==> config.mk <==
export PLATFORM = sky130hd
export DESIGN_NAME = mult_mr
export DESIGN_NICKNAME = d
export VERILOG_FILES = /design/src/rtl/mult_mr_pkg.sv /design/src/rtl/mult_mr_lane.sv /design/src/rtl/mult_mr.sv
export SDC_FILE = /design/constraint.sdc
export NUM_CORES = 1
export LEC_CHECK = 0
export CORE_ASPECT_RATIO = 0.6
export CORE_UTILIZATION = 30
export DETAILED_ROUTE_END_ITERATION = 16
export SLEW_MARGIN = 20
export SYNTH_ARGS = -nofsm -noshare
export SYNTH_HDL_FRONTEND = slang
export SYNTH_SLANG_ARGS = --single-unit
==> constraint.sdc <==
create_clock -name clk -period 1.53 [get_ports clk]
set_input_delay 0.306 -clock clk [delete_from_list [all_inputs] [get_ports clk]]
set_output_delay 0.306 -clock clk [all_outputs]
set_load 0.005 [all_outputs]
==> src/rtl/mult_mr_pkg.sv <==
// ============================================================================
// mult_mr_pkg : shared widths and types for the row-by-scalar multiplier
// Rev 1.0
// ============================================================================
`default_nettype none

package mult_mr_pkg;

   localparam int ELEM_W = 8;
   localparam int N_ELEM = 5;
   localparam int ROW_W  = ELEM_W * N_ELEM;

   typedef logic signed [ELEM_W-1:0] elem_t;
   typedef logic        [ROW_W-1:0]  row_t;

endpackage

`default_nettype wire

==> src/rtl/mult_mr_lane.sv <==
// ============================================================================
// mult_mr_lane : one signed element x scalar lane, wrapped result + overflow
// Rev 1.0
// ============================================================================
`default_nettype none

module mult_mr_lane
   import mult_mr_pkg::*;
(
   input  elem_t a,
   input  elem_t b,
   output elem_t prod_wrap,
   output logic  lane_ovf
);

   logic signed [2*ELEM_W-1:0] prod_full;
   logic        [ELEM_W:0]     prod_top;

   always_comb begin
      prod_full = a * b;
      prod_wrap = prod_full[ELEM_W-1:0];
      // Representable only when the upper bits are a pure sign extension of bit ELEM_W-1.
      prod_top  = prod_full[2*ELEM_W-1:ELEM_W-1];
      lane_ovf  = ~((&prod_top) | ~(|prod_top));
   end

endmodule

`default_nettype wire

==> src/rtl/mult_mr.sv <==
// ============================================================================
// mult_mr : registered element-wise signed multiply of a packed row by a scalar
// Rev 1.0
// ============================================================================
`default_nettype none

module mult_mr
   import mult_mr_pkg::*;
(
   input  logic             clk,
   input  logic             rst,
   input  logic [ROW_W-1:0] m_1,
   input  logic [ELEM_W-1:0] n,
   output logic [ROW_W-1:0] m_out,
   output logic             ovf
);

   row_t              m_out_d, m_out_q;
   logic              ovf_d, ovf_q;
   logic [N_ELEM-1:0] lane_ovf;
   row_t              lane_res;

   genvar k;
   generate
      for (k = 0; k < N_ELEM; k++) begin : g_lane
         mult_mr_lane u_lane (
            .a         (m_1[k*ELEM_W +: ELEM_W]),
            .b         (n),
            .prod_wrap (lane_res[k*ELEM_W +: ELEM_W]),
            .lane_ovf  (lane_ovf[k])
         );
      end
   endgenerate

   always_comb begin
      m_out_d = lane_res;
      ovf_d   = |lane_ovf;
   end

   always_ff @(posedge clk or posedge rst) begin
      if (rst) begin
         m_out_q <= '0;
         ovf_q   <= 1'b0;
      end else begin
         m_out_q <= m_out_d;
         ovf_q   <= ovf_d;
      end
   end

   assign m_out = m_out_q;
   assign ovf   = ovf_q;

endmodule

`default_nettype wire

# After elaboration in Yosys (flattened, before gate mapping)
# Cells that the tools add are included.
[totals]
ff_bits = 41
input_bits = 50
output_inout_bits = 41
word_cells = 33
[classes]
multipliers = 5
bitwise_logic = 15
n_reduce_logical = 11
[ops]
columns = ["cell", "n"]
rows = [
  ["multiplier 8 x 8 -> 16 bit", 5],
  ["AND reduction 9 bit", 5],
  ["OR reduction 9 bit", 5],
  ["NOT 1 bit", 10],
  ["OR 1 bit", 5],
  ["OR reduction 5 bit", 1],
]

# Logic depth before layout (Yosys ltp)
# Gate-level depths: netlist (run 1).
[depth]
depth_word = 6
ltp_mapped = 20
mapped_depth_nobuf = 18

# Modules after synthesis
# Synthesis (run 1) repeated with hierarchy kept, for this count alone.
[hier_totals]
cells_unflattened = 1461
hier_area_um2 = 13666.9
[modules_own_cells]
columns = ["mod", "n_inst", "cells_each", "area_per_inst_um2", "seq_area_each_um2"]
rows = [
  ["mult_mr_lane at g_lane[2].u_lane ...", 2, 277, 2494.9, 0.0],
  ["mult_mr_lane at g_lane[4].u_lane", 1, 294, 2571.2, 0.0],
  ["mult_mr_lane at g_lane[0].u_lane", 1, 289, 2570.0, 0.0],
  ["mult_mr_lane at g_lane[1].u_lane", 1, 279, 2493.6, 0.0],
  ["mult_mr", 1, 45, 1042.2, 1026.0],
]

# Worst setup path before layout (run 1)
# No wires, ideal clock.
[synth_path]
path_type = "input port to flip-flop"
start = "in n[3]"
end = "reg ovf_q (netlist: ovf)"
setup_time_ns = 0.134
arrival_ns = 4.997
required_ns = 1.396
setup_slack_ns = -3.601
cell_stages = 17
path_buffers = 2
cell_sequence = "clkbuf_1 > clkbuf_1 > nand2_1 > fa_1 > fa_1 > fa_1 > fa_1 > inv_1 > ha_1 > a21o_1 > a211o_1 > a2111oi_0 > nor2_1 > xnor2_1 > or4_1 > mux2i_1 > nand4_1"
[synth_via]
elab_chain_cells = 6
elab_cells_between_ends = 31
classes_between = "mul (5); bitwise (15); reduce/logical (11)"
[synth_rtl]
columns = ["item", "line_no", "text"]
rows = [
  ["start, declared", "mult_mr.sv:13", "input logic [ELEM_W-1:0] n,"],
  ["multiplier 8 x 8 -> 16 bit", "mult_mr_lane.sv:20", "prod_full = a * b;"],
  ["OR reduction 9 bit", "mult_mr_lane.sv:24", "lane_ovf = ~((&prod_top) | ~(|prod_top));"],
  ["NOT 1 bit", "mult_mr_lane.sv:24", ""],
  ["OR 1 bit", "mult_mr_lane.sv:24", ""],
  ["NOT 1 bit", "mult_mr_lane.sv:24", ""],
  ["OR reduction 5 bit *", "mult_mr.sv:37", "ovf_d = |lane_ovf;"],
  ["net ovf_d", "mult_mr.sv:19", "logic ovf_d, ovf_q;"],
  ["end signal, assigned", "mult_mr.sv:46", "ovf_q <= ovf_d;"],
  ["end, declared", "mult_mr.sv:19", ""],
]
# Mark *: on every way through the listed nets, which the timed path passes. The rest lies on a longest branch.

# Worst setup path in the final report (run 1)
[layout_path]
start = "in m_1[15]"
end = "reg ovf_q (netlist: ovf)"
[layout_via]
elab_chain_cells = 6
elab_cells_between_ends = 7
classes_between = "mul (1); bitwise (3); reduce/logical (3)"
[layout_rtl]
columns = ["item", "line_no", "text"]
rows = [
  ["start, declared", "mult_mr.sv:12", "input logic [ROW_W-1:0] m_1,"],
  ["multiplier 8 x 8 -> 16 bit *", "mult_mr_lane.sv:20", ""],
  ["OR reduction 9 bit", "mult_mr_lane.sv:24", ""],
  ["NOT 1 bit", "mult_mr_lane.sv:24", ""],
  ["OR 1 bit *", "mult_mr_lane.sv:24", ""],
  ["NOT 1 bit *", "mult_mr_lane.sv:24", ""],
  ["OR reduction 5 bit *", "mult_mr.sv:37", ""],
  ["net ovf_d", "mult_mr.sv:19", ""],
]
# Marks and branches as above.

==> summary.md, run 1 <==
| Metric | Value |
|---|---|
| Clk buf depth | `2` |
| Vias in the first global route | `approximately 12000` |
| Worst-path clk slew | `about 0.070 ns` |
| GR Util All Layers | `0.180` |
| Post-synth top flop | `dfrtp_1` |
| Final period util | `3.20` |
| CP Max Fanout | `6` |
| Synth Area per Inst | `9.17 sq um` |
| Antenna diodes | `0` |
| Peak VDD IR | `just under 1 mV` |
| F_max | `between 200 and 250 MHz` |
| Total grt overflow | `0` |
| Antenna viol nets, final | `0` |
| Final Worst Setup Slack | `-3.36 ns` |
| Top post-synthesis cells by area | `fa_1 (41%), ha_1 (13%), inv_1 (9.7%), dfrtp_1 (7.5%), and2_1 (6.2%)` |
| Layout cells sized above 1 | `0.348` |
| FF+latch area | `about 1000 sq um` |
| Starting Density | `0.309` |
| Clock sink count | `a little over 40` |
| Pin count of the biggest net entering global routing | `29` |
| Final Hold Fails | `0` |
| Critical path cell sequence | `clkbuf_4, and2_4, fa_1, inv_2, fa_1, fa_1, fa_1, inv_2, ha_4, or2_1, a31o_1, o2111ai_2, a31oi_1, or3_1, a211o_1, a22oi_2, buf_4, nand4_1` |
| Clock Root Buffer | `clkbuf_16` |
| Synth area leader | `fa_1` |
| Max Slew Vio Count | `0` |
| Net Count, Synth | `~2000` |
| Placed cell area | `about 18000 sq um` |
| Top cell by count, worst path | `fa_1` |
| Crit end category | `flip-flop` |
| Startpoint types | `input pin` |
| Vias/cell | `between 4 and 5` |
| First-pass GRT wire length | `roughly 66000 um` |
| Hold WC Path Type | `input pin to async pin` |
| Power Total | `between 30 and 40 mW` |
| Worst Path Required | `1.70 ns` |
| Fillers | `~4100` |
| Routed wire length | `between 30000 and 40000 um` |
| CP max stage cell | `fa_1` |
| Status | `finished, violations left` |
| Area delta synth->final | `46.5%` |
| Initial drt markers | `a little under 600` |
| Failing checks | `setup timing` |
| Lkg Pwr | `between 9 and 10 nW` |
| Mapped cell area | `approximately 14000 sq um` |
| TritonCTS buffer count | `5` |
| Sequential area share after synthesis | `0.0755` |
| Die W | `277 um` |
| Routed len/inst | `16.3 um` |
| Worst Tran Pin Value | `~0.57 ns` |
| RSZ-0062 raised after global routing | `yes` |
| Site Rows | `slightly below 60` |
| Detailed placer's ending HPWL | `31100 um` |
| Nets | `2333` |
| Final setup violation count | `28` |
| Core footprint | `44000 sq um` |
| H-tree levels | `2` |
| Hold_ws | `approximately 0.37 ns` |
| Finished Cell Area | `roughly 20000 sq um` |
| Worst slew margin | `0.616` |
| Die height | `roughly 170 um` |
| WP buf/inv | `4` |
| Buffers on Ports | `90` |
| Synth cell types | `57` |
| Synthesized flop and latch total | `41` |
| Post-synth EDFFs | `0` |
| Placer Congestion | `roughly 0.87` |
| Die ar. | `around 46000 sq um` |
| Via count | `11200` |
| Cts hold-fix bufs | `0` |
| WP data arrival | `roughly 5 ns` |
| # IOs | `91` |
| Gate Count Post-Synth | `1482` |
| Top delay family on crit path | `adder cells` |
| Post-route DRC | `0` |
| Post-synth top area share | `0.405` |
| Dpl cells | `2370` |
| Post-synth ARST share | `1.00` |
| Minimum clock period | `4.89 ns` |
| Router iterations before antenna repair | `5` |
| Reported max-cap violation count | `0` |
| TritonCTS clock tree | `done` |
| Area of the multi-input gates | `approximately 13000 sq um` |
| CP peak stage delay | `~0.55 ns` |
| Initial antenna violation count | `3` |
| Finished Layout Cells | `2443` |
| Power Dens Cells | `1630 nW/um^2` |
| Syn. warnings | `0` |
| CP Class | `input pin to flip-flop` |
[final cells by class]
cell class / count / share of cell area
multi-input combinational: 1057 / 0.639
inverter: 351 / 0.0663
tap: 579 / 0.0364
clock inverter: 3 / 0.000879
timing repair buffer: 407 / 0.200
sequential: 41 / 0.0516
clock buffer: 5 / 0.00628
[report_power, final]
| part | switching, mW | total, mW | leakage, nW | internal, mW |
|---|---|---|---|---|
| clock | 0.550 | 1.15 | 0.0696 | 0.602 |
| sequential | 0.115 | 1.57 | 0.485 | 1.46 |
| combinational | 14.4 | 29.7 | 8.65 | 15.3 |
[worst max-delay path by stage]
| stage | startpoint | end | slack [ns] | depth (start not counted) |
|---|---|---|---|---|
| 3_5_place_dp | n[7] | ovf$_DFF_PP0_ | -4.23 | 19 |
| 4_1_cts | m_1[14] | ovf$_DFF_PP0_ | -3.33 | 19 |
| 5_1_grt | m_1[15] | ovf$_DFF_PP0_ | -3.46 | 18 |
| 6_report | m_1[15] | ovf$_DFF_PP0_ | -3.36 | 18 |
| 3_3_place_gp | n[7] | ovf$_DFF_PP0_ | -4.11 | 19 |
| 2_1_floorplan | n[3] | ovf$_DFF_PP0_ | -3.08 | 17 |
[cell families after synthesis]
logic type                 share of synthesized area
and+or+nand+nor                                0.166
DFF                                           0.0755
xor gates and xnor gates                      0.0451
muxes                                        0.00221
AOI/OAI and AO/OA                             0.0669
adders and majority gates                      0.538
buffers and inverters                          0.106
[state kept, by name, indices dropped and copies added (netlist names)]
| signal | cells |
|---|---|
| m_out | 40 |
| ovf | 1 |
[cells in the final DEF (no fill, tap or decap), types with 7 or more instances in the layout]
| master | synthesis | routed |
|---|---|---|
| fa_1 | 275 | 258 |
| and2_1 | 135 | 80 |
| dfrtp_1 | 41 | 40 |
| o21ai_0 | 21 | 17 |
| or3_1 | 12 | 12 |
| inv_1 | 350 | 293 |
| and3_1 | 7 | 7 |
| nand4_1 | 9 | 9 |
| ha_1 | 145 | 61 |
| nand3_1 | 14 | 13 |
| nand2_1 | 162 | 128 |
| nand2_2 | 0 | 18 |
| ha_2 | 0 | 8 |
| o21a_1 | 11 | 11 |
| buf_2 | 0 | 9 |
| clkdlybuf4s15_2 | 0 | 9 |
| buf_6 | 0 | 59 |
| fa_2 | 0 | 17 |
| xnor2_1 | 48 | 45 |
| buf_4 | 0 | 223 |
| buf_8 | 0 | 12 |
| nor2_1 | 18 | 18 |
| inv_2 | 0 | 56 |
| dlygate4sd2_1 | 0 | 12 |
| and2_4 | 0 | 55 |
| ha_4 | 0 | 76 |
| a21oi_1 | 31 | 24 |
| a21o_1 | 10 | 10 |
| nand2b_1 | 37 | 35 |
| nor3_1 | 15 | 15 |
| xor2_1 | 22 | 17 |
| buf_12 | 0 | 26 |
| clkdlybuf4s50_1 | 0 | 40 |
| nand2_4 | 0 | 15 |
[worst min-delay path, delay by kind of cell]
family                 cells  cell delay (ns)
buffers and inverters      3             0.74
[stage by stage]
stage               TNS [ns]   util  worst slack, ns
detailed placement    -57.46  0.407            -4.23
CTS                   -34.16  0.447            -3.33
finish                -34.44  0.453            -3.36
global placement      -57.32  0.407            -4.11
floorplan             -30.90      -            -3.08
global route          -35.95  0.453            -3.46
[synthesized netlist by cell type, types with 2 or more instances]
master	number
o311ai_0	2
and4_1	2
or4_1	4
inv_1	350
a31oi_1	4
ha_1	145
a21oi_1	31
nand2b_1	37
or2_2	3
fa_1	275
o21bai_1	4
dfrtp_1	41
nor4_1	7
nand4_1	9
a21o_1	10
a2111oi_0	4
o2111ai_1	7
and2_1	135
o31a_1	4
or3_1	12
o21a_1	11
mux2i_1	3
a211oi_1	4
a311oi_1	3
a2111o_1	3
clkbuf_1	33
nor3_1	15
nor2_1	18
nor2b_1	3
xnor2_1	48
o21ai_0	21
o211ai_1	3
nand3_1	14
and3_1	7
xor2_1	22
a211o_1	6
nand2_1	162
[per-layer routing]
layer	GRT usage	share of wire
met1	0.261	0.49
met2	0.275	0.43
met3	0.0459	0.070
met4	0.0210	0.0092
met5	0.00923	0.0019
[timing repair]
| item | 4_1_cts | 5_1_grt |
|---|---|---|
| pin swaps | 111 | 83 |
| buffers inserted | 53 | 20 |
| gates cloned | 8 | 1 |
| gates resized for setup | 359 | 82 |
| endpoints found under the setup margin | 32 | 30 |
(Power assumes the default switching activity.)
==> run 2: changes to the inputs <==
Settings changed: ABC_AREA from default to 1, CTS_CLUSTER_DIAMETER from default to 50.
==> run 2 against run 1 <==
Net effect:
- global-route usage is 0.44 points higher
- area after synthesis is 11% higher
- first-iteration DRC count is 35% higher
- wire length is 15% higher
- the flow still finishes with violations (setup timing)
- highest routed layer is now met4
- worst hold slack worse by 0.039 ns
- critical path type unchanged
- setup slack better by 0.63 ns
- sequential share of layout area is 0.52 points lower
- power is 31% higher
- die area is 11% higher
==> summary.md, run 2 <==
| Metric | Value |
|---|---|
| Status | `finished, violations left` |
| Failing checks | `setup timing` |
| # IOs | `a little over 90` |
| Met3 Use GR | `0.0348` |
| Finished Cell Area | `approximately 22000 sq um` |
| H-tree levels | `2` |
| Detailed placer's ending HPWL | `between 30000 and 40000 um` |
| Post-synth top flop | `dfrtp_1` |
| Grt met1 use | `0.263` |
| Top cell by count, worst path | `fa_1` |
| CP Max Fanout | `5` |
| Nets | `between 2000 and 3000` |
| Post-synth ARST share | `1.00` |
| Hold_ws | `around 0.33 ns` |
| Net Count, Synth | `about 2600` |
| Placer Congestion | `slightly above 0.9` |
| CP peak stage delay | `approximately 0.60 ns` |
| Clock share of power | `0.033` |
| Post-synth EDFFs | `0` |
| Cts hold-fix bufs | `0` |
| Critical path cell sequence | `buf_8, buf_12, buf_4, nand2_1, inv_1, fa_1, inv_2, fa_1, fa_1, fa_1, inv_1, ha_4, nand2_2, nor2_4, nand3_2, nand4_1, nand2_1, nor2_1, nand3_2, nand2_2, nand2_2, nor2_2, nand3_1` |
| Area delta synth->final | `46.7%` |
| Clock sink count | `between 40 and 50` |
| Vias/cell | `roughly 4.5` |
| Sequential area share after synthesis | `0.0679` |
| Pin count of the biggest net entering global routing | `between 40 and 50` |
| Layout cells sized above 1 | `0.366` |
| Clock Root Buffer | `clkbuf_16` |
| Max reg flops | `40` |
| Syn. warnings | `0` |
| Router iterations before antenna repair | `5` |
| Combinational share of power | `0.931` |
| Met2 usage | `0.286` |
| Cell Int Power | `~20 mW` |
| Final Worst Setup Slack | `-2.72 ns` |
| Buffers on Ports | `90` |
| Routed len/inst | `between 10 and 15 um` |
| Die ar. | `a little over 50000 sq um` |
| Vias in the first global route | `about 14000` |
| Synthesized flop and latch total | `41` |
| Crit end category | `flip-flop` |
| CP max stage cell | `fa_1` |
| Final period util | `2.78` |
| Peak VDD IR | `1.21 mV` |
| Synth cell count leaders | `nand2_1 (629), inv_1 (595), fa_1 (275)` |
| Final Hold Fails | `0` |
| F_max | `between 200 and 250 MHz` |
| NetSw | `around 23 mW` |
| Worst Tran Pin Value | `approximately 0.29 ns` |
| Initial drt markers | `between 800 and 900` |
| Sw Ratio | `0.531` |
| Area share of fa/ha/maj cells after synthesis | `0.485` |
| Site Rows | `63` |
| Synth area leader | `fa_1` |
| Synth Area per Inst | `roughly 7.2 sq um` |
| Worst-path clk slew | `0.07 ns` |
| Hold WC Path Type | `input pin to async pin` |
| Sequential group share of total power | `0.036` |
| Simple-gate share of the synthesized area | `0.242` |
| Main combinational cell family by area after synthesis | `adder cells` |
| RSZ-0062 raised after global routing | `yes` |
| Total grt overflow | `0` |
| Placed cell area | `~19000 sq um` |
| Starting Density | `0.305` |
| Worst slew margin | `0.809` |
| Reported max-cap violation count | `0` |
| GRT Max-Usage Layer | `met2` |
| Lkg Pwr | `~12 nW` |
| Most frequent cells in the layout | `nand2_1 (484), inv_1 (477), fa_1 (244), buf_4 (202), inv_2 (120)` |
| Via count | `14000` |
| Most numerous cell in the Yosys netlist | `nand2_1` |
| Most common cell after layout, fill and taps aside | `nand2_1` |
| Post-route DRC | `0` |
| Synth Area in XOR/XNOR | `0.0203` |
| Final setup violation count | `28` |
| Power Dens Cells | `1920 nW/um^2` |
| Compound-Gate Fraction of Synth Area | `0.0172` |
| Antenna viol nets, final | `0` |
| Post-layout util | `0.447` |
| TritonCTS clock tree | `done` |
| Startpoint types | `input pin` |
| Max Slew Vio Count | `0` |
| GR Util All Layers | `0.184` |
| Minimum clock period | `between 4 and 5 ns` |
| Worst Path Required | `about 1.8 ns` |
| Synth cell types | `31` |
| Clk buf depth | `2` |
| Fillers | `4718` |
| Core footprint | `49500 sq um` |
| Mapped cell area | `between 15000 and 20000 sq um` |
| TritonCTS buffer count | `5` |
| Routed wire length | `45700 um` |
| Die height | `~180 um` |
| Post-synth top area share | `0.365` |
| Initial antenna violation count | `6` |
| Gate Count Post-Synth | `approximately 2100` |
| CP Class | `input pin to flip-flop` |
| First-pass GRT wire length | `roughly 75000 um` |
| Mux contribution to synthesized area | `0` |
| Die W | `between 200 and 300 um` |
| Top post-synthesis cells by area | `fa_1 (36%), nand2_1 (16%), inv_1 (15%), ha_1 (12%), dfrtp_1 (6.8%)` |
| WP data arrival | `between 4 and 5 ns` |
[run 2: cell types whose count changed after synthesis, sizes merged, moves of 18 or more]
cell | previous run | this run
nor2 | 18 | 84
xnor2 | 48 | 21
clkbuf | 33 | 71
nand3b | 0 | 18
nand3 | 14 | 79
nand2 | 162 | 637
or2 | 4 | 33
and2 | 135 | 2
inv | 350 | 600
nand2b | 37 | 0
[run 2: worst max-delay path: cells and delay by family]
family	cells	cell delay, ns
AND/OR/NAND/NOR	12	1.21
adder cells (fa/ha/maj)	5	2.38
buffers and inverters	6	0.59
[run 2: power by group through the flow]
stage	sequential, mW	combinational, mW	clock, mW
floorplan	1.61	20.2	0
global placement	1.57	29.4	0
detailed placement	1.58	29.9	0
CTS	1.56	36.2	1.46
global route	1.59	43.9	1.50
finish	1.55	39.7	1.39
[run 2: timing repair]
item | 4_1_cts | 5_1_grt
endpoints found under the setup margin | 33 | 33
resized for setup | 566 | 201
cloned | 6 | 0
pin swaps | 211 | 166
endpoints found under the hold margin | 0 | 0
setup buffers | 76 | 14
[run 2: cell families after synthesis]
family / Yosys count
xor gates and xnor gates: 35
buffers and inverters: 673
adders and majority gates: 420
AOI/OAI and AO/OA: 44
DFF: 41
and+or+nand+nor: 881
[run 2: area by class of cell]
class,instances,area (sq um),share of cell area
well taps,650,813,0.0367
flip-flops and latches,41,1030,0.0463
diodes,5,12.5,0.000565
clock inverters,3,46.3,0.00209
repair buffers,392,3890,0.176
inverters,600,2270,0.102
clock buffers,5,125,0.00565
multi-input cells,1380,14000,0.631
[run 2: worst paths after layout]
check | from | end | slack, ns | cells after the start
max | n[4] | ovf$_DFF_PP0_ | -2.72 | 23
min | rst | m_out[15]$_DFF_PP0_ | 0.33 | 3
max in group asynchronous | rst | m_out[1]$_DFF_PP0_ | 0.96 | 3
min in group clk | n[0] | m_out[24]$_DFF_PP0_ | 0.36 | 4
[run 2: stage by stage]
step	setup TNS, ns	total power, mW	setup slack, ns	std cells
3_5_place_dp	-55.82	31.5	-3.61	2973
2_1_floorplan	-30.72	21.8	-2.53	2094
6_report	-33.41	42.6	-2.72	3076
5_1_grt	-34.91	46.9	-2.84	3076
4_1_cts	-32.78	39.2	-2.69	3060
3_3_place_gp	-55.48	30.9	-3.60	2973
[run 2: layer usage]
layer	vias up	share of wire
met5	-	0
met4	0	0.016
met3	37	0.069
met2	409	0.45
met1	6889	0.46
li1	6655	-
==> run 3: changes to the inputs <==
Settings changed: CORE_ASPECT_RATIO 0.6 to 1.25, TNS_END_PERCENT from default to 10.
==> run 3 against run 2 <==
Net effect:
- the flow still finishes with violations (setup timing)
- clock-buffer cell count unchanged
- die area about the same
- design area down 7.8%
- flip-flop and latch count unchanged
- core utilization down 3.5 points
- combinational power down 10%
- via count down 3.6%
- largest cell class unchanged
==> summary.md, run 3 (synthesis gave the netlist of run 2 again) <==
| Metric | Value |
|---|---|
| Status | `finished, violations left` |
| Failing checks | `setup timing` |
| GR Util All Layers | `0.168` |
| Total grt overflow | `0` |
| Worst Tran Pin Value | `approximately 0.36 ns` |
| Antenna diodes | `0` |
| Sw Ratio | `0.528` |
| Clock Root Buffer | `clkbuf_16` |
| Post-layout util | `0.412` |
| Buffers on Ports | `90` |
| Detailed placer's ending HPWL | `33400 um` |
| Placer Congestion | `~0.86` |
| Clock sink count | `41` |
| CP Max Fanout | `8` |
| TritonCTS buffer count | `5` |
| Dpl cells | `roughly 3000` |
| Final Worst Setup Slack | `-2.66 ns` |
| WP buf/inv | `6` |
| Crit end category | `flip-flop` |
| Total negative slack | `-33.90 ns` |
| Starting Density | `0.305` |
| Routed len/inst | `~14 um` |
| Power Dens Cells | `around 1900 nW/um^2` |
| Post-route DRC | `0` |
| Routed wire length | `around 42000 um` |
| # IOs | `between 90 and 100` |
| Core footprint | `between 40000 and 50000 sq um` |
| Clk buf depth | `2` |
| Nets | `2834` |
| Hold_ws | `between 0.3 and 0.4 ns` |
| TritonCTS clock tree | `done` |
| Max Slew Vio Count | `0` |
| NetSw | `roughly 20 mW` |
| Vias in the first global route | `14500` |
| Site Rows | `between 90 and 100` |
| Reported max-cap violation count | `0` |
| Via count | `between 10000 and 15000` |
| Final period util | `2.74` |
| CP max stage cell | `fa_1` |
| Max reg flops | `40` |
| Hold WC Path Type | `input pin to async pin` |
| Combinational share of power | `0.928` |
| Die ar. | `51200 sq um` |
| Highest routed layer | `met5` |
| Final setup violation count | `28` |
| Top delay family on crit path | `adder cells` |
| WP data arrival | `4.41 ns` |
| Finished Layout Cells | `~3000` |
| Most frequent cells in the layout | `inv_1 (544), nand2_1 (542), fa_1 (254), buf_4 (196), ha_1 (80)` |
| DR WL met3 | `~1400 um` |
| Peak VDD IR | `approximately 0.84 mV` |
| Router iterations before antenna repair | `5` |
| Most common cell after layout, fill and taps aside | `inv_1` |
| RSZ-0062 raised after global routing | `yes` |
| First-pass GRT wire length | `just under 70000 um` |
| Worst Path Required | `~1.8 ns` |
| Clock share of power | `0.032` |
| Fillers | `4950` |
| Minimum clock period | `approximately 4.2 ns` |
| Worst slew margin | `0.762` |
| Startpoint types | `input pin` |
| Sequential group share of total power | `0.040` |
| Antenna viol nets, final | `0` |
| Area delta synth->final | `35.3%` |
| Met2 wire length | `22300 um` |
| Initial antenna violation count | `4` |
| Pin count of the biggest net entering global routing | `42` |
| Die height | `between 200 and 300 um` |
| Die W | `203 um` |
| Final Hold Fails | `0` |
| H-tree levels | `2` |
| CP Class | `input pin to flip-flop` |
| Vias/cell | `about 4.5` |
| Worst-path clk slew | `0.09 ns` |
| CP peak stage delay | `~0.55 ns` |
| F_max | `around 240 MHz` |
| Layout cells sized above 1 | `0.268` |
| Initial drt markers | `467` |
| Wl on met1 | `about 16000 um` |
| Cell Int Power | `roughly 18 mW` |
| Lkg Pwr | `~11 nW` |
## run 3: worst max path at each step
stage | startpoint | end | slack (ns) | depth (start not counted)
after floorplan | n[3] | ovf$_DFF_PP0_ | -2.53 | 21
after global placement | n[7] | ovf$_DFF_PP0_ | -3.67 | 23
after detailed placement | n[7] | ovf$_DFF_PP0_ | -3.68 | 23
after CTS | n[7] | ovf$_DFF_PP0_ | -2.69 | 24
after global routing | m_1[14] | ovf$_DFF_PP0_ | -2.87 | 24
final | n[7] | ovf$_DFF_PP0_ | -2.66 | 25
## run 3: per-stage QoR
step	setup slack, ns	power, mW	cell area [sq um]
floorplan	-2.53	21.3	15400
global placement	-3.67	30.0	18400
detailed placement	-3.68	30.5	18400
CTS	-2.69	36.8	19900
global route	-2.87	43.0	20400
finish	-2.66	38.4	20400
## run 3: routing by layer
metal	vias to the layer above	global-route usage
li1	6512	-
met2	233	0.322
met3	71	0.0174
met4	6	0.0599
met1	6658	0.190
met5	-	0
## run 3: power groups by stage
stage | combinational (mW) | sequential, mW | clock (mW)
final | 35.7 | 1.55 | 1.23
after global routing | 40.0 | 1.59 | 1.33
after CTS | 33.9 | 1.56 | 1.32
after detailed placement | 28.9 | 1.58 | 0
after global placement | 28.5 | 1.58 | 0
after floorplan | 19.7 | 1.61 | 0
## run 3: repair_timing
action	4_1_cts	5_1_grt
buffers inserted	33	9
endpoints found under the setup margin	33	31
resized for setup	360	128
endpoints found under the hold margin	0	0
hold buffers	0	0
pin swaps	157	82
cloned	3	3
## run 3: layout make-up
type                    count  area (sq um)  area share
multi-input cells        1380         13000       0.638
repair buffers            336          3130       0.153
inverters                 600          2260       0.111
flip-flops and latches     41          1030      0.0502
well taps                 651           815      0.0399
clock buffers               5           125     0.00612
clock inverters             3          25.0     0.00122
